--- config.mk ---
export PLATFORM = sky130hd
export DESIGN_NAME = ram_scrubber
export DESIGN_NICKNAME = d
export VERILOG_FILES = /design/src/rtl/ram_scrubber.sv
export SDC_FILE = /design/constraint.sdc
export NUM_CORES = 1
export LEC_CHECK = 0
export CAP_MARGIN = 15
export CORE_MARGIN = 1.5
export CORE_UTILIZATION = 49
export CTS_CLUSTER_SIZE = 25
export DETAILED_ROUTE_END_ITERATION = 7
export GPL_TIMING_DRIVEN = 0
export PLACE_DENSITY = 0.85
export REMOVE_ABC_BUFFERS = 1
export SLEW_MARGIN = 20
export SYNTH_ARGS = -nofsm -noshare
export SYNTH_HDL_FRONTEND = slang
export SYNTH_SLANG_ARGS = --single-unit
--- constraint.sdc ---
create_clock -name clk -period 5.85 [get_ports clk]
set_input_delay 1.17 -clock clk [delete_from_list [all_inputs] [get_ports clk]]
set_output_delay 1.17 -clock clk [all_outputs]
set_load 0.01 [all_outputs]
--- src/rtl/ram_scrubber.sv ---
// ram_scrubber - background scrub controller for a small RAM.
//
// Each pass walks addresses 0..DEPTH-1, reads every word and compares it with
// a fixed golden pattern (GOLD_EVEN at even addresses, GOLD_ODD at odd ones).
// A mismatching word is rewritten with its golden value and read back; the
// read-back decides whether it counts as fixed or as a failure.
//
// Ports:
//   clk, rst_n        clock, asynchronous active-low reset
//   start             begin a pass (only honoured in IDLE)
//   continuous        restart from address 0 after DONE instead of idling
//   addr, wr_data     RAM address / write data
//   rd_enable         RAM read strobe (data returns the following cycle)
//   wr_enable         RAM write strobe (never together with rd_enable)
//   rd_data           RAM read data
//   busy, done        pass in progress / one-cycle end-of-pass pulse
//   fixed_count       words repaired this pass (saturating)
//   fail_count        words still wrong after rewrite (saturating)
//   err_flag          sticky failure flag, cleared by start
module ram_scrubber #(
    parameter int                DEPTH     = 4,
    parameter int                ADDR_W    = 4,
    parameter int                DATA_W    = 12,
    parameter logic [DATA_W-1:0] GOLD_EVEN = 12'hFFF,
    parameter logic [DATA_W-1:0] GOLD_ODD  = 12'h000,
    parameter int                CNT_W     = 8
) (
    input  logic              clk,
    input  logic              rst_n,
    input  logic              start,
    input  logic              continuous,
    output logic [ADDR_W-1:0] addr,
    output logic [DATA_W-1:0] wr_data,
    output logic              rd_enable,
    output logic              wr_enable,
    input  logic [DATA_W-1:0] rd_data,
    output logic              busy,
    output logic              done,
    output logic [CNT_W-1:0]  fixed_count,
    output logic [CNT_W-1:0]  fail_count,
    output logic              err_flag
);

    typedef enum logic [2:0] {
        S_IDLE,
        S_READ,
        S_CHECK,
        S_WRITE,
        S_VREAD,
        S_VCHECK,
        S_DONE
    } state_t;

    state_t state, state_nxt;

    logic [DATA_W-1:0] golden;
    logic              match;
    logic              last;

    // control strobes from the next-state logic
    logic clr_cnt;
    logic addr_clr;
    logic addr_inc;
    logic wr_load;
    logic fix_inc;
    logic fail_inc;

    assign golden = addr[0] ? GOLD_ODD : GOLD_EVEN;
    assign match  = (rd_data == golden);
    assign last   = (addr == ADDR_W'(DEPTH - 1));

    // strobes are pure state decodes, so reset clears them asynchronously
    assign rd_enable = (state == S_READ) || (state == S_VREAD);
    assign wr_enable = (state == S_WRITE);
    assign busy      = (state != S_IDLE) && (state != S_DONE);
    assign done      = (state == S_DONE);

    always_ff @(posedge clk or negedge rst_n) begin
        if (!rst_n) state <= S_IDLE;
        else        state <= state_nxt;
    end

    always_comb begin
        state_nxt = state;
        clr_cnt   = 1'b0;
        addr_clr  = 1'b0;
        addr_inc  = 1'b0;
        wr_load   = 1'b0;
        fix_inc   = 1'b0;
        fail_inc  = 1'b0;
        case (state)
            S_IDLE: begin
                if (start) begin
                    clr_cnt   = 1'b1;
                    addr_clr  = 1'b1;
                    state_nxt = S_READ;
                end
            end
            S_READ:  state_nxt = S_CHECK;
            S_CHECK: begin
                if (!match) begin
                    // latch the repair value now so it is stable during WRITE
                    wr_load   = 1'b1;
                    state_nxt = S_WRITE;
                end else if (last) begin
                    state_nxt = S_DONE;
                end else begin
                    addr_inc  = 1'b1;
                    state_nxt = S_READ;
                end
            end
            S_WRITE: state_nxt = S_VREAD;
            S_VREAD: state_nxt = S_VCHECK;
            S_VCHECK: begin
                fix_inc  = match;
                fail_inc = !match;
                if (last) begin
                    state_nxt = S_DONE;
                end else begin
                    addr_inc  = 1'b1;
                    state_nxt = S_READ;
                end
            end
            S_DONE: begin
                // counters deliberately survive a continuous restart
                if (continuous) begin
                    addr_clr  = 1'b1;
                    state_nxt = S_READ;
                end else begin
                    state_nxt = S_IDLE;
                end
            end
            default: state_nxt = S_IDLE;
        endcase
    end

    always_ff @(posedge clk or negedge rst_n) begin
        if (!rst_n) begin
            addr        <= '0;
            wr_data     <= '0;
            fixed_count <= '0;
            fail_count  <= '0;
            err_flag    <= 1'b0;
        end else begin
            if (addr_clr)      addr <= '0;
            else if (addr_inc) addr <= addr + 1'b1;

            if (wr_load) wr_data <= golden;

            if (clr_cnt) begin
                fixed_count <= '0;
                fail_count  <= '0;
                err_flag    <= 1'b0;
            end else begin
                if (fix_inc && (fixed_count != '1)) fixed_count <= fixed_count + 1'b1;
                if (fail_inc) begin
                    err_flag <= 1'b1;
                    if (fail_count != '1) fail_count <= fail_count + 1'b1;
                end
            end
        end
    end

endmodule

======== Word-level counts from Yosys, hierarchy flattened ========
Index checks and enable logic that the tools add are counted.
word-level totals
  register bits after elaboration ......... 36
  input port bits ......................... 16
  output and inout port bits .............. 37
  logic and storage cells ................. 58
operators by class
  add/subtract/negate cells ............... 3
  eq/ne operators ......................... 12
  mux-type cells .......................... 26
  reduce and logical (&&, ||, !) cells .... 11
operator list
  operator                                       number
  2-to-1 mux 8 bit                               5
  one-hot mux 3 bit (7 select lines)             1
  adder 8 x 1 -> 8 bit, second input constant    2
  != test 8 bit, second input constant           2
  == test 12 bit                                 1
  2-to-1 mux 1 bit                               12
  2-to-1 mux 12 bit                              1
  == test 3 bit, second input constant           3
  2-to-1 mux 3 bit                               3
  2-to-1 mux 4 bit                               2
  nonzero test 2 bit                             4
  == test 3 x 2 -> 1 bit, second input constant  2
  adder 4 x 1 -> 4 bit, second input constant    1
  == test 4 x 2 -> 1 bit, second input constant  1
  one-hot mux 1 bit (2 select lines)             2
  == test 3 x 1 -> 1 bit, second input constant  1
  zero test 3 bit                                1
  != test 3 bit, second input constant           1
  nonzero test 3 bit                             1
  logical AND 1 bit                              2
  != test 2 bit, second input constant           1
  AND reduction 2 bit                            1
  zero test 1 bit                                1
  logical OR 1 bit                               1

======== Longest topological paths before layout ========
  depth in word-level cells ............... 6
  depth in mapped cells ................... 7

======== Worst setup path before layout ========
Ideal clock, no wire load.
  path type ............................... input-to-reg
  start ................................... input port rd_data[5]
  end ..................................... register fixed_count[2]
  library setup time ...................... 0.078 ns
  arrival ................................. 2.633 ns
  required time ........................... 5.772 ns
  path slack .............................. 3.139 ns
  cell stages on the path ................. 6
  buffers on the path ..................... 1
  path through ............................ nand4_1 -> or4_4 -> a211o_1 -> buf_6 -> or3_1 -> a21oi_1
on the way
  cells in the longest elaborated chain, start to end .. 4
RTL lines
  element                              line  RTL
  from (decl)                          36    input logic [DATA_W-1:0] rd_data,
  == test 12 bit                       69    assign match = (rd_data == golden);
  2-to-1 mux 1 bit                     91    case (state)
  logical AND 1 bit                    155   if (fix_inc && (fixed_count != '1)) fixed_count <= fixed_count + 1'b1;
  nonzero test 2 bit (no source line)  --
  to (signal assigned)                 155
  to (decl)                            39    output logic [CNT_W-1:0] fixed_count,
Every way passes these cells.
A chain may end at the register's enable or synchronous reset.

======== Worst setup path in the final report ========
  start ................................... input port rd_data[5]
  end ..................................... register fixed_count[7]
The elaborated chain is that of the path after synthesis.

==> reports/qor.log <==
INFO  placement      portBuffers=52
INFO  clock_tree     cts_buffers=3
INFO  clock_tree     post_cts_resized=0
INFO  synth          unique_cell_type_count_in_the_yosys_netlist=40
INFO  die            start_util=51.9%
INFO  routing        routed_via_density=5.82
INFO  power          power.density=308mW/mm²
INFO  global_route   wire_length_of_the_first_global_routing_pass=5930µm
INFO  layout         layout_common_cells=sky130_fd_sc_hd__clkdlybuf4s50_1, sky130_fd_sc_hd__dfrtp_1, sky130_fd_sc_hd__nand2_1
INFO  synth          synth_xor_xnor_area_share=1.10%
INFO  sta            post-route-min-period=3.09ns
INFO  routing        dr_total_vias=1507
INFO  power          power.total=639µW
INFO  synth          postSynth.asyncResetShare=100%
INFO  clock_tree     clock_latency_late_sink=0.31ns
INFO  layout         finish.net_count=235
INFO  power          power.static_leakage=0.836nW
INFO  critical_path  required_worst_endpoint=6.10ns
INFO  synth          synth_seq_cells=25
INFO  sta            slew_headroom=62.4%
INFO  global_route   pin_count_of_the_biggest_net_entering_global_routing=26
INFO  synth          yosysTopAreaCell=sky130_fd_sc_hd__dfrtp_1
INFO  routing        drt_iter0_drc=45
INFO  layout         num_antenna_cells=0
INFO  critical_path  critical_path_peak_fanout=14
INFO  power          peakVddDrop=0.000195V
INFO  global_route   grt-ovfl-total=0
INFO  sta            setup-violations-final=0
INFO  clock_tree     cts-root-buf=sky130_fd_sc_hd__clkbuf_4
INFO  layout         final.fill_count=252
INFO  sta            tightestPinTransition=0.564ns
INFO  clock_tree     max-clock-path-buffers=2
INFO  global_route   groute.usage.overall=21.4%
INFO  sta            fin_setup_tns=0ns
INFO  global_route   number_of_antenna_violations_at_the_first_check_in_global_routing=0
INFO  clock_tree     cts_setup_buffers=0
INFO  synth          seq_total_area_yosys=39.5%
INFO  placement      detailedPlacementHpwl=2750µm
INFO  critical_path  family_of_cells_with_the_greatest_summed_delay_on_the_critical_path=simple AND/OR/NAND/NOR gates
INFO  die            die_x=59.9µm
INFO  clock_tree     htreeDepth=1
INFO  layout         area_growth_syn_to_layout=30.9%
INFO  synth          ys_dominant_reg_cell=sky130_fd_sc_hd__dfrtp_1
INFO  die            io_pins=53
INFO  routing        firstDrtPassIters=4
INFO  critical_path  timing.reg2reg.worst_path_depth=4
INFO  critical_path  timing.critical_path.depth=6
INFO  sta            final.period_utilization=52.8%
INFO  sta            fin_clk_skew=0.00150ns
INFO  clock_tree     cts.sink_count=25
INFO  critical_path  critical-path-max-stage-delay=0.53ns
INFO  run_status     outcome=finished clean
INFO  sta            grt_setup_unrepaired=false
INFO  sta            layout_setup_ws=2.76ns
INFO  die            die-height=59.9µm
INFO  min_path       hold_path_depth=2
INFO  routing        routed_wirelength=3690µm
INFO  synth          synth_area=0.00159mm²
INFO  synth          post_synth_fa_ha_maj_area_fraction=2.37%
INFO  placement      routabilityCongestion=0.879
INFO  layout         final_layout_size_suffix_gt1_share=6.98%
INFO  critical_path  worst_setup_path_end_kind=flop
INFO  layout         finalNonFillerCells=259
INFO  critical_path  cp_data_arrival_time=3.33ns
INFO  sta            fmax=0.324GHz
INFO  synth          avgSynthCellArea=9.06µm²
INFO  clock_tree     cts.clk_slew.worst_paths=0.14ns
INFO  die            fp.dieArea=0.00359mm²
INFO  synth          synth_compound_area_share=16.7%
INFO  critical_path  slowest_stage=sky130_fd_sc_hd__or4_4
INFO  critical_path  setup.worst_path.class=in -> reg
INFO  routing        drt.antenna.violating_nets=0
INFO  routing        detail_route.wl_per_cell=14.2µm
INFO  placement      placed_area=0.00205mm²
INFO  critical_path  worstPathCellList=clkdlybuf4s50_1 > nand4_1 > or4_4 > a211o_1 > or4_1 > a21oi_1
INFO  synth          synth_warnings=0
INFO  synth          post_synth_and_or_nand_nor_area_fraction=25.5%
INFO  clock_tree     tritoncts=yes
INFO  sta            drv_slew=0
INFO  placement      preCtsSetupSlack=2.43ns
INFO  job            max-cap-violations=0
INFO  global_route   first_global_vias=1351
INFO  routing        drt_drc_violations_left=0
INFO  critical_path  buf_inv_on_cp=1
INFO  synth          synth_top_area_share=39.5%
INFO  layout         layout_commonest_cell=sky130_fd_sc_hd__clkdlybuf4s50_1
INFO  synth          synth_enable_flop_cells=0
INFO  synth          ys_top_cells_by_area=sky130_fd_sc_hd__dfrtp_1, sky130_fd_sc_hd__mux2i_1, sky130_fd_sc_hd__buf_4
INFO  synth          synth_top_family_by_area=simple AND/OR/NAND/NOR gates
INFO  sta            hold_viol_final=0
INFO  min_path       hold_class=reg -> reg
INFO  clock_tree     post_cts_hold_buffer_count=0
INFO  synth          yosys-mux-area-fraction=7.10%
INFO  critical_path  crit_path_start_kind=input port
INFO  die            num_rows=20
INFO  die            core_footprint=0.00305mm²
INFO  layout         final_cell_area=0.00207mm²
INFO  placement      cell_count_after_placement=255
INFO  synth          post_synth_inst_count=175
## stage by stage
| stage | hold slack [ns] | util [%] |
|---|---|---|
| CTS | 0.534 | 68.0 |
| global route | 0.574 | 68.0 |
| floorplan | 0.526 | - |
| global placement | 0.493 | 67.2 |
| finish | 0.534 | 68.0 |
| detailed placement | 0.501 | 67.0 |
## registers in the layout, indices dropped and copies added (netlist names)
name	flops
fail_count	8
addr	4
fixed_count	8
wr_data	1
err_flag	1
state	3
## worst paths after layout
check,startpoint,to,slack (ns)
min in group asynchronous,rst_n,fixed_count[5],0.82
hold reg to reg,err_flag,err_flag,0.53
max in group asynchronous,rst_n,fixed_count[7],4.66
setup / recovery,rd_data[5],fixed_count[7],2.76
setup reg to reg,addr[0],fixed_count[7],3.58
hold / removal,err_flag,err_flag,0.53
## Yosys cell counts, types with 3 or more instances
cell type,number
sky130_fd_sc_hd__dfrtp_1,25
sky130_fd_sc_hd__nand2_1,18
sky130_fd_sc_hd__o21ai_0,15
sky130_fd_sc_hd__a21oi_1,12
sky130_fd_sc_hd__nor2_1,12
sky130_fd_sc_hd__buf_4,11
sky130_fd_sc_hd__mux2i_1,9
sky130_fd_sc_hd__nand3_1,9
sky130_fd_sc_hd__and3_1,5
sky130_fd_sc_hd__nand4_1,5
sky130_fd_sc_hd__o31ai_1,5
sky130_fd_sc_hd__clkbuf_1,4
sky130_fd_sc_hd__inv_1,4
sky130_fd_sc_hd__or3_1,4
sky130_fd_sc_hd__or4_1,4
sky130_fd_sc_hd__a211o_1,3
sky130_fd_sc_hd__ha_1,3
## power breakdown
group / leakage [nW] / switching (mW) / total (mW) / internal (mW)
registers: 0.340 / 0.0496 / 0.248 / 0.199
logic: 0.478 / 0.140 / 0.312 / 0.173
clock network: 0.0177 / 0.0522 / 0.0778 / 0.0256
total: 0.836 / 0.241 / 0.639 / 0.397
## per-layer routing
| metal | global-route usage (%) | vias up | routed length, µm |
|---|---|---|---|
| li1 | - | 720 | - |
| met1 | 26.1 | 727 | 1650 |
| met2 | 37.3 | 56 | 1780 |
| met3 | 3.68 | 4 | 227 |
| met4 | 8.25 | 0 | 28 |
| met5 | 0 | - | 0 |
## worst min-delay path: stages (launching register included)
cell,delay [ns]
sky130_fd_sc_hd__dfrtp_1,0.39
sky130_fd_sc_hd__a21oi_1,0.05
sky130_fd_sc_hd__nor2_1,0.07
## cells by family after synthesis
group | Yosys count
compound gates | 42
simple gates | 73
fa+ha+maj | 3
mux | 10
buf+inv | 20
flops | 25
xor+xnor | 2
## cell type report
class | instances | area [µm²] | area share, %
clock inverters | 1 | 5.00 | 0.241
well taps | 44 | 55.1 | 2.65
inverters | 4 | 15.0 | 0.724
repair buffers | 52 | 515 | 24.8
flip-flops and latches | 25 | 626 | 30.2
multi-input cells | 130 | 836 | 40.3
clock buffers | 3 | 22.5 | 1.09
No activity file was read; power rests on OpenSTA's default activity.
